==> config.mk <==
export PLATFORM = sky130hd
export DESIGN_NAME = commit_perf_monitor
export DESIGN_NICKNAME = d
export VERILOG_FILES = /design/src/rtl/perf_pkg.sv /design/src/rtl/mispred_trace_fifo.sv /design/src/rtl/commit_perf_monitor.sv
export SDC_FILE = /design/constraint.sdc
export NUM_CORES = 1
export LEC_CHECK = 0
export BUFFER_PORTS_ARGS = -buffer_cell sky130_fd_sc_hd__buf_4
export CAP_MARGIN = 5
export CORE_ASPECT_RATIO = 0.9
export CORE_MARGIN = 2
export CORE_UTILIZATION = 50
export CTS_BUF_LIST = sky130_fd_sc_hd__clkbuf_4 sky130_fd_sc_hd__clkbuf_8
export CTS_CLUSTER_DIAMETER = 30
export DETAILED_ROUTE_END_ITERATION = 6
export PLACE_DENSITY = 0.67
export SETUP_SLACK_MARGIN = 0.4
export SLEW_MARGIN = 5
export SYNTH_ARGS = -nofsm -noshare
export SYNTH_HDL_FRONTEND = slang
export SYNTH_SLANG_ARGS = --single-unit
==> constraint.sdc <==
create_clock -name i_clk -period 4.9 [get_ports i_clk]
set_input_delay 0.245 -clock i_clk [delete_from_list [all_inputs] [get_ports i_clk]]
set_output_delay 0.245 -clock i_clk [all_outputs]
set_load 0.02 [all_outputs]
==> src/rtl/perf_pkg.sv <==
// Shared types and constants for the commit-stage performance monitor.
// Covers the FSM state encoding, the read-port address map and the status word layout.
package perf_pkg;

  typedef enum logic [1:0] {
    ST_IDLE = 2'd0,
    ST_RUN  = 2'd1,
    ST_HUNG = 2'd2
  } perf_state_e;

  localparam logic [2:0] RD_CYCLES  = 3'd0;
  localparam logic [2:0] RD_RETIRED = 3'd1;
  localparam logic [2:0] RD_CTRL    = 3'd2;
  localparam logic [2:0] RD_MISPRED = 3'd3;
  localparam logic [2:0] RD_STALL   = 3'd4;
  localparam logic [2:0] RD_STATUS  = 3'd5;

  // Status word: {20'b0, fifo_count[7:0], ovf, hang, state[1:0]}
  localparam int ST_STATE_LSB = 0;
  localparam int ST_HANG_BIT  = 2;
  localparam int ST_OVF_BIT   = 3;
  localparam int ST_CNT_LSB   = 4;

endpackage

==> src/rtl/mispred_trace_fifo.sv <==
// Synchronous first-word-fall-through FIFO holding mispredicted-branch PCs.
// Push and pop may both succeed while the FIFO is full; the head reads as zero when empty.
module mispred_trace_fifo #(
  parameter int DEPTH = 8,
  parameter int WIDTH = 32
) (
  input  logic                       i_clk,
  input  logic                       i_reset,
  input  logic                       i_clr,
  input  logic                       i_push,
  input  logic                       i_pop,
  input  logic [WIDTH-1:0]           i_din,
  output logic [WIDTH-1:0]           o_dout,
  output logic                       o_full,
  output logic                       o_empty,
  output logic [$clog2(DEPTH):0]     o_count
);

  localparam int AW = $clog2(DEPTH);
  localparam logic [AW:0] FULL_CNT = (AW+1)'(DEPTH);

  logic [WIDTH-1:0] r_mem [DEPTH];
  logic [AW-1:0]    r_wr;
  logic [AW-1:0]    r_rd;
  logic [AW:0]      r_count;
  logic             w_push_ok;
  logic             w_pop_ok;

  assign o_full    = (r_count == FULL_CNT);
  assign o_empty   = (r_count == '0);
  assign o_count   = r_count;
  assign o_dout    = o_empty ? '0 : r_mem[r_rd];
  assign w_pop_ok  = i_pop && !o_empty;
  assign w_push_ok = i_push && (!o_full || w_pop_ok);

  always_ff @(posedge i_clk) begin
    if (w_push_ok) begin
      r_mem[r_wr] <= i_din;
    end
  end

  always_ff @(posedge i_clk or negedge i_reset) begin
    if (!i_reset) begin
      r_wr    <= '0;
      r_rd    <= '0;
      r_count <= '0;
    end else if (i_clr) begin
      r_wr    <= '0;
      r_rd    <= '0;
      r_count <= '0;
    end else begin
      if (w_push_ok) r_wr <= r_wr + AW'(1);
      if (w_pop_ok)  r_rd <= r_rd + AW'(1);
      case ({w_push_ok, w_pop_ok})
        2'b10:   r_count <= r_count + (AW+1)'(1);
        2'b01:   r_count <= r_count - (AW+1)'(1);
        default: r_count <= r_count;
      endcase
    end
  end

endmodule

==> src/rtl/commit_perf_monitor.sv <==
// Commit-stage performance monitor: saturating event counters, mispredict PC trace,
// hang detection and a registered one-cycle read port for the scoreboard.
module commit_perf_monitor
  import perf_pkg::*;
#(
  parameter int CNT_W       = 32,
  parameter int TRACE_DEPTH = 8,
  parameter int HANG_LIMIT  = 1024
) (
  input  logic        i_clk,
  input  logic        i_reset,
  input  logic        i_enable,
  input  logic        i_clear,
  input  logic        i_insn_vld,
  input  logic        i_ctrl,
  input  logic        i_mispred,
  input  logic [31:0] i_pc,
  input  logic        i_stall,
  input  logic [2:0]  i_rd_addr,
  output logic [31:0] o_rd_data,
  input  logic        i_trace_pop,
  output logic        o_trace_vld,
  output logic [31:0] o_trace_pc,
  output logic        o_trace_ovf,
  output logic        o_hang
);

  localparam int TW = $clog2(HANG_LIMIT + 1);

  perf_state_e                  r_state;
  logic [CNT_W-1:0]             r_cyc, r_ret, r_ctrl, r_misp, r_stall;
  logic [TW-1:0]                r_timer;
  logic                         r_hang, r_ovf;
  logic                         w_counting, w_push, w_pop, w_full, w_empty;
  logic [$clog2(TRACE_DEPTH):0] w_count;
  logic [31:0]                  w_status;

  function automatic logic [CNT_W-1:0] sat_inc(input logic [CNT_W-1:0] v, input logic inc);
    if (inc && (v != {CNT_W{1'b1}})) return v + CNT_W'(1);
    else return v;
  endfunction

  // The IDLE->RUN cycle itself is counted, hence the retire term.
  assign w_counting = i_enable && ((r_state != ST_IDLE) || i_insn_vld);
  assign w_push     = !i_clear && w_counting && i_insn_vld && i_mispred;
  assign w_pop      = !i_clear && i_trace_pop;
  assign w_status   = {20'd0, 8'(w_count), r_ovf, r_hang, r_state};

  mispred_trace_fifo #(.DEPTH(TRACE_DEPTH), .WIDTH(32)) u_trace (
    .i_clk   (i_clk),
    .i_reset (i_reset),
    .i_clr   (i_clear),
    .i_push  (w_push),
    .i_pop   (w_pop),
    .i_din   (i_pc),
    .o_dout  (o_trace_pc),
    .o_full  (w_full),
    .o_empty (w_empty),
    .o_count (w_count)
  );

  assign o_trace_vld = !w_empty;
  assign o_trace_ovf = r_ovf;
  assign o_hang      = r_hang;

  always_ff @(posedge i_clk or negedge i_reset) begin
    if (!i_reset) begin
      r_state <= ST_IDLE;
      r_cyc   <= '0;
      r_ret   <= '0;
      r_ctrl  <= '0;
      r_misp  <= '0;
      r_stall <= '0;
      r_timer <= '0;
      r_hang  <= 1'b0;
      r_ovf   <= 1'b0;
    end else if (i_clear) begin
      r_state <= ST_IDLE;
      r_cyc   <= '0;
      r_ret   <= '0;
      r_ctrl  <= '0;
      r_misp  <= '0;
      r_stall <= '0;
      r_timer <= '0;
      r_hang  <= 1'b0;
      r_ovf   <= 1'b0;
    end else begin
      if (w_counting) begin
        r_cyc   <= sat_inc(r_cyc, 1'b1);
        r_ret   <= sat_inc(r_ret, i_insn_vld);
        r_ctrl  <= sat_inc(r_ctrl, i_insn_vld & i_ctrl);
        r_misp  <= sat_inc(r_misp, i_insn_vld & i_mispred);
        r_stall <= sat_inc(r_stall, i_stall);
      end
      // A push into a full FIFO is lost unless a pop frees the slot this cycle.
      if (w_push && w_full && !w_pop) r_ovf <= 1'b1;
      case (r_state)
        ST_IDLE: begin
          if (i_enable && i_insn_vld) begin
            r_state <= ST_RUN;
            r_timer <= '0;
          end
        end
        ST_RUN: begin
          if (r_timer == TW'(HANG_LIMIT)) begin
            r_state <= ST_HUNG;
            r_hang  <= 1'b1;
          end else if (i_enable) begin
            r_timer <= i_insn_vld ? '0 : r_timer + TW'(1);
          end
        end
        ST_HUNG: r_hang  <= 1'b1;
        default: r_state <= ST_IDLE;
      endcase
    end
  end

  // Read port samples the pre-update values of the requested cycle.
  always_ff @(posedge i_clk or negedge i_reset) begin
    if (!i_reset) begin
      o_rd_data <= 32'd0;
    end else begin
      case (i_rd_addr)
        RD_CYCLES:  o_rd_data <= 32'(r_cyc);
        RD_RETIRED: o_rd_data <= 32'(r_ret);
        RD_CTRL:    o_rd_data <= 32'(r_ctrl);
        RD_MISPRED: o_rd_data <= 32'(r_misp);
        RD_STALL:   o_rd_data <= 32'(r_stall);
        RD_STATUS:  o_rd_data <= w_status;
        default:    o_rd_data <= 32'd0;
      endcase
    end
  end

endmodule

==> summary.md, run 1 <==
| Metric | Value |
|---|---|
| Status | `completed` |
| Worst path max stage delay | `1.00 ns` |
| Largest family of logic cells by synthesized area | `simple AND/OR/NAND/NOR gates` |
| Flop-to-flop setup slack | `~2.0 ns` |
| Clock transition at the registers of the reported paths | `0.06 ns` |
| Multiplexer share of the synthesized area | `0.114` |
| Row count | `73` |
| Share of cells above drive strength 1 | `0.215` |
| Via count | `~16000` |
| Crit. End Element | `output port` |
| Final setup viols | `0` |
| Most used DFF post-synth | `edfxtp_1` |
| Core area | `around 44000 sq um` |
| Worst slew margin relative to its limit | `0.192` |
| First-pass GRT wire length | `around 90000 um` |
| Setup CP Type | `reg -> out` |
| Global route total overflow | `0` |
| Num Clock Sinks | `473` |
| Post-synth top area share | `0.346` |
| H-tree level count | `3` |
| Slew @ Worst Pin | `1.21 ns` |
| Synth Area in Adders | `0.00709` |
| CP max stage cell | `dfrtp_4` |
| Initial Util | `0.505` |
| Final Critical Period | `about 3.4 ns` |
| Synth area leader | `edfxtp_1` |
| Syn Inst Count | `~1800` |
| Post-route antenna net violation count | `0` |
| Leakage | `9.57 nW` |
| Synth Area in Simple Gates | `0.152` |
| Post-CTS resize count | `0` |
| Final-layout fill cell count | `~3500` |
| Final-report max-slew violation count | `0` |
| Area growth from synthesis to layout | `17.9%` |
| RSZ-0062 raised after global routing | `false` |
| Compound-cell area share of the yosys netlist | `0.101` |
| F_max | `just under 300 MHz` |
| Synth unique cells | `71` |
| Largest net degree at the start of global routing | `between 100 and 150` |
| Layout Skew | `between 0.02 and 0.025 ns` |
| Syn_nets | `between 1500 and 2000` |
| Root buffer cell | `clkbuf_8` |
| Die footprint | `46200 sq um` |
| Routed wire length | `roughly 57000 um` |
| Pwr/cell area | `approximately 370 nW/um^2` |
| Die Width | `226 um` |
| P_int | `around 7.4 mW` |
| Post-synthesis xor/xnor area fraction | `0.0118` |
| Clock network power share | `0.477` |
| DRC Markers | `0` |
| PortBufs | `110` |
| Post-synth EDFFs | `roughly 260` |
| GR Util All Layers | `0.250` |
| Largest cells by area after synthesis | `edfxtp_1 35%, dfrtp_1 24%, mux4_2 6.8%` |
| Hold Path Class | `in -> reg` |
| Iteration-0 DRC Markers | `about 1600` |
| Yosys reg bits | `approximately 470` |
| Worst path required time | `4.66 ns` |
| Worst ir drop on vdd | `between 200 and 300 uV` |
| Yosys warnings | `0` |
| Cell Chain, Critical Path | `buf_4 -> mux4_2 -> mux2i_1 -> nor2_1 -> buf_4` |
| Register area share after synthesis | `0.590` |
| Multi-input gate area | `just under 9000 sq um` |
| Sw frac | `0.243` |
| Sequential share of power | `0.443` |
| Final net count | `approximately 2000` |
| NetSw | `between 2 and 2.5 mW` |
| Die Span Y | `between 200 and 250 um` |
| Combinational Power Share | `0.080` |
| Num ports | `between 100 and 150` |
| Crit share post-route | `0.695` |
| Critical Path Fanout Max | `45` |
| Hold_ws | `approximately 0.046 ns` |
| Worst skew pair latency | `0.69 ns` |
| Worst setup SP type | `register` |
| Register Area | `between 10000 and 15000 sq um` |
| CP most frequent cell | `buf_4` |
| Drt first pass iters | `6` |
| Initial antenna violation count | `1` |
| Number of global-route vias before repair | `around 16000` |
| Async S/R FF share, synth | `0.459` |
| WL/cell | `between 20 and 25 um` |
| Max-Cap Viols | `0` |
| HPWL Detailed | `~36000 um` |
| Signal arrival time at the worst endpoint | `3.16 ns` |
| CTS Buf Count | `between 90 and 100` |
| Synth cell count leaders | `256 x edfxtp_1, 217 x dfrtp_1, 138 x nor2_1, 134 x a21oi_1, 87 x nand2_1` |
| GPL Wtd Cong | `approximately 0.9` |
| Vias/cell | `a little over 6` |
| CTS tree | `done` |
| Worst-case clock buffer depth | `3` |
| Setup repair bufs after CTS | `0` |
| Post-Syn Area | `between 20000 and 25000 sq um` |
| Final hold vios | `0` |
| Avg Cell Area, Syn | `12.4 sq um` |
| Most common cell in the netlist | `edfxtp_1` |
| Setup TNS | `0 ns` |
worst max-delay path, delay by kind of cell (launching register included):
family	cells	cell delay [ns]
AND/OR/NAND/NOR	1	0.09
multiplexers	2	0.74
flip-flops	1	1.00
buffers and inverters	2	0.58
layout by cell type (no fill, tap or decap), types with 24 or more instances in the layout:
cell / n
mux2_2: 25
clkbuf_8: 107
or3_1: 63
dlygate4sd3_1: 37
nand2_1: 87
o21ai_0: 81
dfrtp_1: 214
a21oi_1: 134
nor2_1: 136
o31ai_1: 38
o22ai_1: 24
mux4_2: 67
buf_4: 127
nand4_1: 50
and3_1: 30
edfxtp_1: 256
nand3_1: 69
mux2i_1: 75
or4_1: 43
cell type report:
type | count | share of cell area
Sequential cell | 473 | 0.501
Multi-Input combinational cell | 1190 | 0.330
Clock buffer | 124 | 0.0611
Timing Repair Buffer | 167 | 0.0523
Tap cell | 600 | 0.0286
Clock inverter | 58 | 0.0244
Inverter | 18 | 0.00258
Antenna cell | 1 | 0.0000955
repair_timing:
item                       4_1_cts  5_1_grt
setup endpoints to repair        0        0
hold buffers                    37        0
hold endpoints to repair       393        0
power by group through the flow:
stage	registers, mW	clock network (mW)	logic [mW]
after floorplan	4.35	0	0.494
after global placement	4.40	0	0.754
after detailed placement	4.40	0	0.762
after CTS	4.33	4.72	0.791
after global routing	4.33	4.92	0.847
final	4.33	4.65	0.786
flip-flops by register name (all words and copies together) (netlist names), 2 cells and up:
name / cells
r_misp: 32
u_trace.r_rd: 3
o_rd_data: 32
r_ret: 32
u_trace.r_wr: 3
r_cyc: 32
r_state: 2
r_ctrl: 32
r_timer: 11
u_trace.o_count: 4
r_stall: 32
u_trace.r_mem: 256
through the flow:
stage	cells	total power [mW]	instance area, sq um	worst slack (ns)	utilization
final	2631	9.76	26200	1.50	0.595
after global routing	2631	10.1	26200	1.28	0.595
after CTS	2630	9.84	26200	1.44	0.595
after detailed placement	2411	5.16	23600	2.04	0.536
after global placement	2410	5.15	23600	2.13	0.536
after floorplan	1790	4.84	22200	0.758	-
layer usage:
| metal | GRT usage | up-vias | part of all wire |
|---|---|---|---|
| li1 | - | 7316 | - |
| met1 | 0.350 | 8195 | 0.43 |
| met2 | 0.391 | 610 | 0.47 |
| met3 | 0.0456 | 119 | 0.071 |
| met4 | 0.0947 | 0 | 0.032 |
| met5 | 0 | - | 0 |
logic make-up (layout without fill, tap and decap cells):
family                     after synthesis  count (layout)
buffers and inverters                  127             367
muxes                                  167             167
and+or+nand+nor                        612             612
other                                    0               1
DFF                                    473             473
adders and majority gates               12              12
xor gates and xnor gates                30              30
AOI/OAI and AO/OA                      369             369
path summary, 6_finish.rpt:
kind                                             start                      end  cells past startpoint
hold / removal                                 i_clear  r_stall[31]$_DFFE_PN0P_                      2
max in group asynchronous                      i_reset  r_stall[13]$_DFFE_PN0P_                      3
setup reg to reg                 r_misp[0]$_DFFE_PN0P_   r_misp[11]$_DFFE_PN0P_                      6
hold reg to reg                   r_ret[0]$_DFFE_PN0P_     r_ret[0]$_DFFE_PN0P_                      1
setup / recovery           u_trace.r_rd[0]$_DFFE_PN0P_           o_trace_pc[14]                      5
min in group asynchronous                      i_reset   r_ctrl[10]$_DFFE_PN0P_                      2
(Power assumes the default switching activity.)
==> run 2: changes to the inputs <==
--- a/config.mk
+++ b/config.mk
@@ -5,6 +5,7 @@
 export SDC_FILE = /design/constraint.sdc
 export NUM_CORES = 1
 export LEC_CHECK = 0
+export ABC_AREA = 1
 export BUFFER_PORTS_ARGS = -buffer_cell sky130_fd_sc_hd__buf_4
 export CAP_MARGIN = 5
 export CORE_ASPECT_RATIO = 0.9
==> constraint.sdc (replaced) <==
create_clock -name i_clk -period 3.3 [get_ports i_clk]
set_input_delay 0.165 -clock i_clk [delete_from_list [all_inputs] [get_ports i_clk]]
set_output_delay 0.165 -clock i_clk [all_outputs]
set_load 0.02 [all_outputs]
==> run 2 against run 1 <==
Count of clock-buffer cells in the layout rose by 9. Power rose by 56%. Utilization barely moved. Clock skew rose by 0.026 ns. Combinational power rose by 56%. Largest power group unchanged.
==> summary.md, run 2 <==
| Metric | Value |
|---|---|
| Largest cells by area after synthesis | `edfxtp_1 31%, dfrtp_1 22%, nand2_1 16%` |
| Area growth from synthesis to layout | `17.4%` |
| First-pass GRT wire length | `between 100000 and 150000 um` |
| ANT cells | `0` |
| Critical path buffer and inverter count | `2` |
| Post-route antenna net violation count | `0` |
| Iteration-0 DRC Markers | `approximately 2400` |
| Final Critical Period | `around 2.8 ns` |
| Root buffer cell | `clkbuf_8` |
| Die footprint | `51700 sq um` |
| Synth cell count leaders | `1048 x nand2_1, 648 x nor2_1, 256 x edfxtp_1, 217 x dfrtp_1, 217 x o21ai_0` |
| RSZ-0062 raised after global routing | `true` |
| Final Worst Setup Slack | `between 0.5 and 0.6 ns` |
| F_max | `between 300 and 400 MHz` |
| Final instance area | `29300 sq um` |
| Pwr/cell area | `between 500 and 600 nW/um^2` |
| Status | `completed` |
| Core area | `49100 sq um` |
| Row count | `between 70 and 80` |
| Syn Inst Count | `between 3000 and 4000` |
| Most common cell after layout, fill and taps aside | `nand2_1` |
| CP max stage cell | `dfrtp_4` |
| Initial Util | `0.507` |
| PortBufs | `110` |
| Async S/R FF share, synth | `0.459` |
| Most frequent cells in the layout | `1048 x nand2_1, 640 x nor2_1, 256 x edfxtp_1` |
| CTS Buf Count | `103` |
| Fin util | `0.596` |
| Post-synth top area share | `0.308` |
| Avg Cell Area, Syn | `around 7.9 sq um` |
| Synth unique cells | `40` |
| Share of cells above drive strength 1 | `0.112` |
| Die Width | `roughly 240 um` |
| Vias/cell | `between 5 and 6` |
| Post-synth EDFFs | `around 260` |
| Worst-case clock buffer depth | `3` |
| Final setup viols | `0` |
| Yosys warnings | `0` |
| Largest Register | `u_trace.r_mem` |
| Slew @ Worst Pin | `between 1 and 1.5 ns` |
| Clock transition at the registers of the reported paths | `around 0.05 ns` |
| Crit share post-route | `0.838` |
| Register area share after synthesis | `0.526` |
| Crit Reg-Reg Startpoint | `r_misp[0]$_DFFE_PN0P_` |
| Final-layout fill cell count | `4406` |
| Layout Skew | `0.0496 ns` |
| Setup CP Type | `reg -> out` |
| Syn_nets | `~3200` |
| DRC Markers | `0` |
| H-tree level count | `3` |
| Worst path max stage delay | `around 0.52 ns` |
| WL/cell | `between 15 and 20 um` |
| Number of global-route vias before repair | `between 20000 and 25000` |
| Drt first pass iters | `6` |
| Final-report max-slew violation count | `0` |
| Via count | `between 20000 and 25000` |
| Synth area leader | `edfxtp_1` |
| Leakage | `between 10 and 15 nW` |
| Hold Path Class | `in -> async` |
| Routed wire length | `73500 um` |
| Worst path required time | `3.13 ns` |
| GR Util All Layers | `0.285` |
| Signal arrival time at the worst endpoint | `between 2 and 3 ns` |
| Worst setup SP type | `register` |
| Critical Path Fanout Max | `66` |
| Num Clock Sinks | `approximately 470` |
| Pre-CTS setup slack | `just under 0.8 ns` |
| Final net count | `3396` |
| HPWL Detailed | `49600 um` |
| Max FFs per register | `around 260` |
| Crit. End Element | `output port` |
| Post-Syn Area | `roughly 25000 sq um` |
| Crit path from | `u_trace.r_rd[0]$_DFFE_PN0P_` |
| Worst slew margin relative to its limit | `0.295` |
| Most used DFF post-synth | `edfxtp_1` |
| Setup TNS | `0 ns` |
| Max-Cap Viols | `0` |
| Hold_ws | `a little over 0.06 ns` |
| Final hold vios | `0` |
| Worst ir drop on vdd | `roughly 420 uV` |
| Crit-path leading delay family | `compound AO/OA/AOI/OAI gates` |
| Initial antenna violation count | `2` |
| Cell Chain, Critical Path | `buf_16 -> nor2_1 -> nor2_1 -> o21ai_0 -> o21ai_1 -> o21ai_0 -> a31oi_1 -> buf_4` |
| Largest net degree at the start of global routing | `~130` |
| Die Span Y | `about 220 um` |
| Num ports | `roughly 110` |
| Yosys reg bits | `473` |
| Most common cell in the netlist | `nand2_1` |
| Placed inst area | `about 26000 sq um` |
| Worst skew pair latency | `between 0.7 and 0.8 ns` |
| CTS tree | `done` |
| GPL Wtd Cong | `0.962` |
| Global route total overflow | `0` |
run 2: cell types whose count changed after synthesis, sizes merged, moves of 30 or more:
| cell | before | now |
|---|---|---|
| mux4 | 67 | 0 |
| and3 | 30 | 0 |
| o21ai | 84 | 251 |
| a21oi | 134 | 39 |
| inv | 18 | 182 |
| or3 | 63 | 0 |
| o31ai | 38 | 0 |
| nand4 | 52 | 6 |
| mux2i | 75 | 0 |
| or4 | 44 | 0 |
| nand3 | 69 | 190 |
| nor2 | 138 | 661 |
| nand2 | 87 | 1061 |
run 2: repair_timing:
action,CTS,global route
setup endpoints to repair,12,21
resized for setup,5,3
setup buffers,0,4
hold buffers,41,0
hold endpoints to repair,369,0
pin swaps,0,1
gates cloned,0,1
run 2: routing by layer:
layer  wire (um)  vias up  part of all wire  global-route usage
met3        6060      133             0.082              0.0706
met5          27        -           0.00037                   0
met4        1730        4             0.024              0.0810
met1       33300    10419              0.45               0.411
met2       32400      855              0.44               0.429
li1            -    10697                 -                   -
run 2: cell type report:
| type | instances | area, sq um | share of cell area |
|---|---|---|---|
| clock buffers | 133 | 1720 | 0.0587 |
| well taps | 632 | 791 | 0.0270 |
| flip-flops and latches | 473 | 13100 | 0.449 |
| multi-input cells | 2389 | 10500 | 0.360 |
| clock inverters | 55 | 738 | 0.0252 |
| repair buffers | 190 | 1660 | 0.0567 |
| inverters | 183 | 697 | 0.0238 |
run 2: worst paths after layout:
path	endpoint	slack [ns]	depth (start not counted)
max in group asynchronous	r_stall[28]$_DFFE_PN0P_	2.38	3
worst max register to register	r_misp[13]$_DFFE_PN0P_	0.82	11
worst min register to register	r_timer[10]$_DFFE_PN0P_	0.53	2
worst max-delay path	o_trace_pc[20]	0.54	8
min in group i_clk	r_ret[8]$_DFFE_PN0P_	0.06	5
worst min-delay path	r_timer[7]$_DFFE_PN0P_	0.06	2
run 2: power breakdown:
group	switching [mW]	internal, mW
logic	0.886	0.344
registers	0.148	6.34
clock network	2.87	4.64
run 2: stage by stage:
step                cells  power (mW)
floorplan            3172        7.35
global placement     3821        7.73
detailed placement   3821        7.77
CTS                  4050        15.3
global route         4055        15.8
finish               4055        15.2
run 2: cell families after synthesis:
logic type | after synthesis | share of synthesized area
buf+inv | 310 | 0.0538
flops | 473 | 0.526
compound gates | 382 | 0.0855
fa+ha+maj | 12 | 0.00632
xor+xnor | 57 | 0.0200
simple gates | 1938 | 0.308
